===== src/rtl/bus_txn_pkg.sv =====
// bus_txn_pkg: shared transaction type and round-robin winner search for the bus concentrator
package bus_txn_pkg;
  localparam int ADDR_W_DEF = 64;
  localparam int DATA_W_DEF = 32;
  typedef struct packed {
    logic [ADDR_W_DEF-1:0] addr;
    logic [DATA_W_DEF-1:0] data;
  } txn_t;
  // Unused upper request bits are zero, so a modulo-16 search equals a modulo-NCH search.
  function automatic logic [3:0] rr_next(input logic [15:0] req, input logic [3:0] last);
    logic [3:0] idx;
    rr_next = last;
    for (int i = 16; i >= 1; i--) begin
      idx = last + 4'(i);
      if (req[idx]) rr_next = idx;
    end
  endfunction
endpackage


===== src/rtl/txn_fifo.sv =====
// txn_fifo: synchronous FIFO with registered occupancy count; a full FIFO ignores push
module txn_fifo
  import bus_txn_pkg::*;
#(
  parameter int WIDTH = ADDR_W_DEF + DATA_W_DEF,
  parameter int DEPTH = 4,
  localparam int AW = $clog2(DEPTH)
) (
  input  logic             clk,
  input  logic             rst,
  input  logic             push,
  input  logic             pop,
  input  logic [WIDTH-1:0] wdata,
  output logic [WIDTH-1:0] rdata,
  output logic             full,
  output logic             empty,
  output logic [AW:0]      count
);
  logic [WIDTH-1:0] mem [DEPTH];
  logic [AW-1:0] wp, rp;
  logic do_push, do_pop;
  assign full = count == (AW+1)'(DEPTH);
  assign empty = count == '0;
  assign do_push = push && !full;
  assign do_pop = pop && !empty;
  assign rdata = mem[rp];
  always_ff @(posedge clk or posedge rst) begin
    if (rst) begin
      wp <= '0;
      rp <= '0;
      count <= '0;
    end else begin
      if (do_push) wp <= wp + 1'b1;
      if (do_pop) rp <= rp + 1'b1;
      count <= count + (AW+1)'(do_push) - (AW+1)'(do_pop);
    end
  end
  always_ff @(posedge clk) if (do_push) mem[wp] <= wdata;
endmodule


===== src/rtl/bus_rr_txn_mux.sv =====
// bus_rr_txn_mux: per-channel FIFOs drained round-robin into one registered valid/ready bus
module bus_rr_txn_mux
  import bus_txn_pkg::*;
#(
  parameter int NCH = 4,
  parameter int ADDR_W = 64,
  parameter int DATA_W = 32,
  parameter int DEPTH = 4,
  localparam int CH_W = $clog2(NCH)
) (
  input  logic                  clk,
  input  logic                  rst,
  input  logic [NCH-1:0]        in_valid,
  output logic [NCH-1:0]        in_ready,
  input  logic [NCH*ADDR_W-1:0] in_addr,
  input  logic [NCH*DATA_W-1:0] in_data,
  output logic                  out_valid,
  input  logic                  out_ready,
  output logic [ADDR_W-1:0]     out_addr,
  output logic [DATA_W-1:0]     out_data,
  output logic [CH_W-1:0]       out_ch,
  output logic [NCH-1:0]        fifo_full
);
  localparam int CW = $clog2(DEPTH) + 1;
  logic [ADDR_W+DATA_W-1:0] head [NCH];
  logic [CW-1:0] cnt [NCH];
  logic [NCH-1:0] empty, req, pop;
  logic [CH_W-1:0] rr_ptr, win;
  logic slot, any;
  assign slot = !out_valid || out_ready;
  assign req = ~empty;
  assign any = |req;
  assign win = CH_W'(rr_next(16'(req), 4'(rr_ptr)));
  genvar i;
  generate
    for (i = 0; i < NCH; i++) begin : g_ch
      assign in_ready[i] = cnt[i] != CW'(DEPTH);
      assign pop[i] = slot && any && win == CH_W'(i);
      txn_fifo #(.WIDTH(ADDR_W + DATA_W), .DEPTH(DEPTH)) u_fifo (
        .clk   (clk),
        .rst   (rst),
        .push  (in_valid[i]),
        .pop   (pop[i]),
        .wdata ({in_addr[i*ADDR_W +: ADDR_W], in_data[i*DATA_W +: DATA_W]}),
        .rdata (head[i]),
        .full  (fifo_full[i]),
        .empty (empty[i]),
        .count (cnt[i])
      );
    end
  endgenerate
  always_ff @(posedge clk or posedge rst) begin
    if (rst) begin
      out_valid <= 1'b0;
      out_addr <= '0;
      out_data <= '0;
      out_ch <= '0;
      rr_ptr <= CH_W'(NCH - 1);
    end else if (slot) begin
      out_valid <= any;
      if (any) begin
        {out_addr, out_data} <= head[win];
        out_ch <= win;
        rr_ptr <= win;
      end
    end
  end
endmodule

===== config.mk =====
export PLATFORM = sky130hd
export DESIGN_NAME = bus_rr_txn_mux
export DESIGN_NICKNAME = d
export VERILOG_FILES = /design/src/rtl/bus_txn_pkg.sv /design/src/rtl/txn_fifo.sv /design/src/rtl/bus_rr_txn_mux.sv
export SDC_FILE = /design/constraint.sdc
export NUM_CORES = 1
export LEC_CHECK = 0
export CAP_MARGIN = 40
export CORE_MARGIN = 4
export CORE_UTILIZATION = 52
export DETAILED_ROUTE_END_ITERATION = 8
export PLACE_DENSITY = 0.86
export SLEW_MARGIN = 20
export SYNTH_ARGS = -nofsm -noshare
export SYNTH_HDL_FRONTEND = slang
export SYNTH_SLANG_ARGS = --single-unit

===== constraint.sdc =====
create_clock -name clk -period 4.6 [get_ports clk]
set_clock_uncertainty 0.2 [all_clocks]
set_input_delay 0.69 -clock clk [delete_from_list [all_inputs] [get_ports clk]]
set_output_delay 0.69 -clock clk [all_outputs]
set_load 0.03 [all_outputs]

==> out/metrics.csv, run 1 <==
stage,metric,value,unit
run_status,status,"complete, no violations",
timing,fmax,228.3,MHz
timing,slew_headroom,40.90,%
global_route,grt-ovfl-total,0,
floorplanning,start_util,52.57,%
clock_tree,cts_buffers,162,
logic_synthesis,ys_seq_area_share,78.05,%
finish,nets,3773,
clock_tree,root_buffer,clkbuf_16,
logic_synthesis,synth-compound-area-share,1.636,%
worst_setup_path,critPathMaxFanout,16,
timing,rsz0062_at_grt,no,
min_path,hold_path.class,primary input to asynchronous set/reset pin,
finish,utilization,63.45,%
pwr,power.density,706.2,mW/mm^2
timing,final_max_slew_viol_count,0,
logic_synthesis,synth_mux_area_share,16.82,%
global_route,grt_max_degree,97,
clock_tree,cts-htree-levels,4,
worst_setup_path,crit_buf_inv,4,
flow_run,cap_violations,0,
worst_setup_path,path_common_cell,inv_1,
drt,wl_per_cell,32.29,microns
worst_setup_path,arrival,4.85,ns
global_route,antenna_found_initial,60,
floorplanning,core,0.1203,sq mm
timing,setup_slack,0.2199,ns
drt,wirelength,166.3,mm
logic_synthesis,synth_seq_cells,1665,
logic_synthesis,synth_warnings,0,
floorplanning,die_area,0.1272,sq mm
logic_synthesis,synth_largest_area_cell,edfxtp_1,
logic_synthesis,ys_async_sr_fraction,7.748,%
logic_synthesis,synth_top_family_by_area,multiplexers,
logic_synthesis,netlist_area,0.06323,sq mm
global_route,grt_pass1_wl,240.6,mm
drt,postRouteAntennaNets,0,
floorplanning,die_w,356.7,microns
clock_tree,cts_tree,built,
timing,final-setup-viol-count,0,
clock_tree,cts_sinks,1665,
floorplanning,ioPinCount,498,
finish,layout-drive-gt1-share,21.53,%
drt,vias_per_cell,6.280,
placed_design,hpwl,100.4,mm
placed_design,pre_cts_slack,0.2274,ns
pwr,finalPower,53.90,mW
finish,fin_area,0.07632,sq mm
logic_synthesis,synth_area_leaders,"edfxtp_1 73%, mux4_2 14%, dfrtp_1 5.0%, mux2i_1 3.1%, o221ai_1 1.4%",
placed_design,place_area,0.07065,sq mm
timing,fin_crit,4.380,ns
worst_setup_path,crit_chain,inv_2 -> ha_2 -> nor4_2 -> a2111oi_0 -> a2111o_1 -> a2bb2oi_4 -> nand3_1 -> inv_1 -> ha_1 -> inv_1 -> ha_1 -> inv_1 -> fa_1 -> xnor2_1 -> xnor2_1,
finish,layout.cells.non_filler,5149,
timing,whs,0.1866,ns
clock_tree,clk-insertion-delay-late,0.80,ns
timing,hold_viol,0,
logic_synthesis,synthXorXnorAreaFrac,0.2770,%
logic_synthesis,synthSimpleGateAreaFrac,1.195,%
logic_synthesis,syn_inst,2764,
global_route,grt_pass1_vias,34160,
logic_synthesis,synth.distinct_cells,47,
drt,drc,0,
worst_setup_path,worst-endpoint-required,5.07,ns
worst_setup_path,end_kind,flop,
logic_synthesis,synth_fa_ha_area_share,0.6411,%
clock_tree,clk_pin_slew,0.07,ns
timing,worstMarginPinSlew,0.8865,ns
worst_setup_path,crit_family,adder cells,
worst_setup_path,start_kind,flop,
pwr,ir_drop,0.9811,mV
floorplanning,rows,127,
pwr,power.leakage,25.49,nW
worst_setup_path,path_class,flop to flop,
drt,num_vias,32330,
placed_design,gp_congestion,0.7916,
drt,dr.pass1.iters,6,
logic_synthesis,synth-edff-count,1536,
placed_design,dp_cells,4797,
timing,fin_setup_tns,0,ns
logic_synthesis,yosysMostFrequentCell,edfxtp_1,
placed_design,port_buffers,497,
worst_setup_path,crit_path_max_incr_delay,0.71,ns
global_route,grt_util_all_layers,26.45,%
floorplanning,die_h,356.7,microns
logic_synthesis,synth.top_cell.area_share,72.94,%
clock_tree,cts_setup_buffers,0,
logic_synthesis,synth_nets,3185,
timing,fin_crit_sh,95.22,%
worst_setup_path,slowest_stage,dfstp_2,
drt,drt_iter0_markers,4058,
logic_synthesis,ys.flop_type,edfxtp_1,
logic_synthesis,syn_avg_cell_area,22.88,sq um
logic_synthesis,synthTopCellsByCount,"1536 x edfxtp_1, 386 x mux4_2, 193 x mux2i_1",
finish,syn2layout_area_growth,20.69,%
clock_tree,cts_buffer_depth,3,
-- area by class of cell --
type	count	area (sq um)
antenna	45	112.6
clock buffer	220	4546
clock inverter	84	923.4
fill	7577	43970
inverter	37	143.9
multi-input combinational	913	13130
sequential	1665	49380
tap	1612	2017
timing repair buffer	573	6061
-- cell usage in the layout, fill, tap and decap left out, types with 4 or more instances in the layout --
master           instances
clkbuf_8                21
inv_16                   4
mux4_2                 386
nor4_1                   4
nor3_1                   5
dfrtp_1                119
edfxtp_1              1536
ha_1                    25
inv_6                    5
buf_12                  38
o221ai_1                98
o21ai_0                  5
clkdlybuf4s50_1        497
clkbuf_1                34
nor2_1                   4
clkinv_16                4
dfrtp_4                  8
clkinv_1                17
clkbuf_16              165
nand2_1                110
diode_2                 45
bufinv_16               12
xnor2_1                 17
clkinvlp_4              11
clkinv_2                29
inv_1                   35
and2_0                   4
and3_4                  16
mux2i_1                193
buf_4                   36
fa_1                     4
-- logic make-up (layout without fill, tap and decap cells) --
| group | count (synthesis) | count (layout) |
|---|---|---|
| muxes | 580 | 580 |
| AOI/OAI and AO/OA | 119 | 119 |
| DFF | 1665 | 1665 |
| buffers and inverters | 186 | 914 |
| adders and majority gates | 30 | 30 |
| and+or+nand+nor | 164 | 164 |
| xor gates and xnor gates | 20 | 20 |
| other | 0 | 45 |
-- state kept, by name, summed over array words and instances, names as in the netlist --
| name | cells |
|---|---|
| g_ch.u_fifo.mem | 1536 |
| out_addr | 64 |
| out_data | 32 |
| g_ch.u_fifo.count | 12 |
| g_ch.u_fifo.rp | 8 |
| g_ch.u_fifo.wp | 8 |
| out_ch | 2 |
| rr_ptr | 2 |
| out_valid | 1 |
-- per-layer routing --
metal | vias to the layer above | share of wire, % | GRT usage (%)
li1 | 12910 | - | -
met1 | 16900 | 36 | 33.80
met2 | 2059 | 50 | 43.53
met3 | 425 | 11 | 7.653
met4 | 42 | 3.5 | 9.888
met5 | - | 0.18 | 0
-- report_power, final --
group	total [mW]	leakage, nW	switching [mW]	internal [mW]
logic	18.5	7.21	10.6	7.98
clock network	13.5	2.66	5.76	7.69
registers	21.9	15.6	1.69	20.2
-- worst paths after layout --
path | startpoint | end | depth (start not counted) | slack [ns]
max | rr_ptr[0] | g_ch[2].u_fifo.count[2] | 15 | 0.22
min in group clk | out_addr[47] | out_addr[47] | 2 | 0.29
min | rst | out_addr[21] | 2 | 0.19
max reg2reg | rr_ptr[0] | g_ch[2].u_fifo.count[2] | 15 | 0.22
min reg2reg | out_addr[47] | out_addr[47] | 2 | 0.29
max in group asynchronous | rst | out_addr[6] | 3 | 3.00
-- what timing repair did --
item | CTS | global route
resized for setup | 0 | 2
setup endpoints to repair | 0 | 3
hold buffers | 0 | 0
(Power assumes the default switching activity.)
==> run 2, diff against run 1 <==
--- a/config.mk
+++ b/config.mk
@@ -5,7 +5,6 @@
 export SDC_FILE = /design/constraint.sdc
 export NUM_CORES = 1
 export LEC_CHECK = 0
-export CAP_MARGIN = 40
 export CORE_MARGIN = 4
 export CORE_UTILIZATION = 52
 export DETAILED_ROUTE_END_ITERATION = 8
==> run 2 against run 1 <==
Die area stayed put. Global-route usage rose by 0.20 points. Critical path type unchanged. Critical endpoint unchanged. Largest cell class unchanged. Wire length grew 0.80%. Non-clock buffer count down 4. Design area is 0.38% lower. Power decreased by 0.85%. Clock power is 4% lower. Register-to-register slack better by 0.09 ns. Final cell count about the same. Via count rose by 0.39%.
==> out/metrics.csv, run 2 (synthesis gave the netlist of run 1 again) <==
stage,metric,value,unit
clock_tree,hold_buffers,0,
floorplanning,start_util,52.57,%
worst_setup_path,slowest_stage,dfstp_2,
worst_setup_path,path_class,flop to flop,
worst_setup_path,critPathMaxFanout,16,
timing,final-setup-viol-count,0,
placed_design,place_area,0.07063,sq mm
worst_setup_path,path_common_cell,inv_1,
finish,layout-drive-gt1-share,20.73,%
clock_tree,root_buffer,clkbuf_16,
clock_tree,cts_resized,0,
pwr,power.leakage,25.33,nW
floorplanning,core,0.1203,sq mm
timing,fin_crit,4.287,ns
timing,fin_crit_sh,93.20,%
drt,dr.pass1.iters,7,
drt,wirelength,167.6,mm
clock_tree,cts_sinks,1665,
placed_design,gp_congestion,0.7916,
finish,layout.cells.most_common,edfxtp_1,
drt,vias_per_cell,6.309,
drt,drc,0,
worst_setup_path,start_kind,flop,
clock_tree,clk_pin_slew,0.06,ns
global_route,grt_pass1_vias,34260,
timing,fin_setup_tns,0,ns
timing,final_max_slew_viol_count,0,
floorplanning,die_h,356.7,microns
floorplanning,rows,127,
floorplanning,die_w,356.7,microns
floorplanning,ioPinCount,498,
pwr,ir_drop,1.008,mV
timing,fmax,233.2,MHz
timing,setup_slack,0.3126,ns
timing,worstMarginPinSlew,1.029,ns
clock_tree,cts_buffer_depth,3,
clock_tree,cts-htree-levels,4,
clock_tree,clk-insertion-delay-late,0.81,ns
worst_setup_path,end_kind,flop,
global_route,grt_max_degree,97,
finish,mostFrequentLayoutCells,"1536 x edfxtp_1, 497 x clkdlybuf4s50_1, 386 x mux4_2",
timing,slew_headroom,31.43,%
drt,num_vias,32460,
drt,drt_iter0_markers,4263,
placed_design,pre_cts_slack,0.2693,ns
min_path,hold_path.class,primary input to asynchronous set/reset pin,
finish,syn2layout_area_growth,20.23,%
global_route,grt_pass1_wl,241.9,mm
clock_tree,cts_buffers,164,
worst_setup_path,crit_chain,inv_2 -> ha_2 -> nor4_1 -> a2111oi_0 -> a2111o_1 -> a2bb2oi_4 -> nand3_1 -> inv_1 -> ha_1 -> inv_1 -> ha_1 -> inv_1 -> fa_1 -> xnor2_1 -> xnor2_1,
floorplanning,die_area,0.1272,sq mm
worst_setup_path,crit_path_max_incr_delay,0.69,ns
global_route,antenna_found_initial,53,
pwr,power.density,702.9,mW/mm^2
global_route,grt-ovfl-total,0,
flow_run,cap_violations,0,
global_route,grt_util_all_layers,26.65,%
finish,largest_register,g_ch.u_fifo.mem,
finish,largestRegisters,"g_ch.u_fifo.mem (1536), out_addr (64), out_data (32)",
clock_tree,cts_tree,built,
clock_tree,cts_setup_buffers,0,
timing,hold_viol,0,
finish,largest_reg_flops,1536,
worst_setup_path,worst-endpoint-required,5.06,ns
worst_setup_path,rrSetupSlack,0.31,ns
timing,rsz0062_at_grt,no,
pwr,finalPower,53.44,mW
drt,wl_per_cell,32.57,microns
worst_setup_path,arrival,4.75,ns
placed_design,hpwl,99.99,mm
drt,postRouteAntennaNets,0,
run_status,status,"complete, no violations",
finish,fin_area,0.07603,sq mm
finish,nets,3771,
placed_design,port_buffers,497,
-- run 2: final timing paths --
check,startpoint,cells after the start,to
max,rr_ptr[0],15,g_ch[2].u_fifo.count[2]
min,rst,2,out_addr[21]
max reg2reg,rr_ptr[0],15,g_ch[2].u_fifo.count[2]
min reg2reg,out_addr[44],2,out_addr[44]
max in group asynchronous,rst,3,out_addr[1]
min in group clk,out_addr[44],2,out_addr[44]
-- run 2: layout make-up --
cell class                      instances  area (sq um)
Sequential cell                      1665         49380
Fill cell                            7620         44260
Multi-Input combinational cell        913         13130
Timing Repair Buffer                  569          5966
Clock buffer                          236          4567
Tap cell                             1612          2017
Clock inverter                         68         713.2
Inverter                               37         143.9
Antenna cell                           45         112.6
-- run 2: critical path: cells and delay by family (launching register included) --
kind	cells	cell delay, ns
AOI/OAI and AO/OA	3	0.90
DFF	1	0.69
adders and majority gates	4	1.17
and+or+nand+nor	2	0.55
xor gates and xnor gates	2	0.28
buffers and inverters	4	0.36
-- run 2: power breakdown --
group          switching, mW  internal (mW)  leakage (nW)  total [mW]
clock                   5.74           7.28          2.54        13.0
combinational           10.5           7.94          7.17        18.5
sequential              1.73           20.2          15.6        22.0
-- run 2: layer usage --
layer  wire (microns)  GRT usage (%)
met1            59600          34.07
met2            84100          43.72
met3            17670          7.601
met4             6013          10.39
met5              213              0
-- run 2: through the flow --
stage	instances	hold slack, ns	util (%)
CTS	5100	0.2100	63.11
global placement	4796	0.2640	58.72
global route	5123	0.2450	63.16
finish	5145	0.2383	63.21
floorplan	2764	0.2888	-
detailed placement	4796	0.2747	58.72
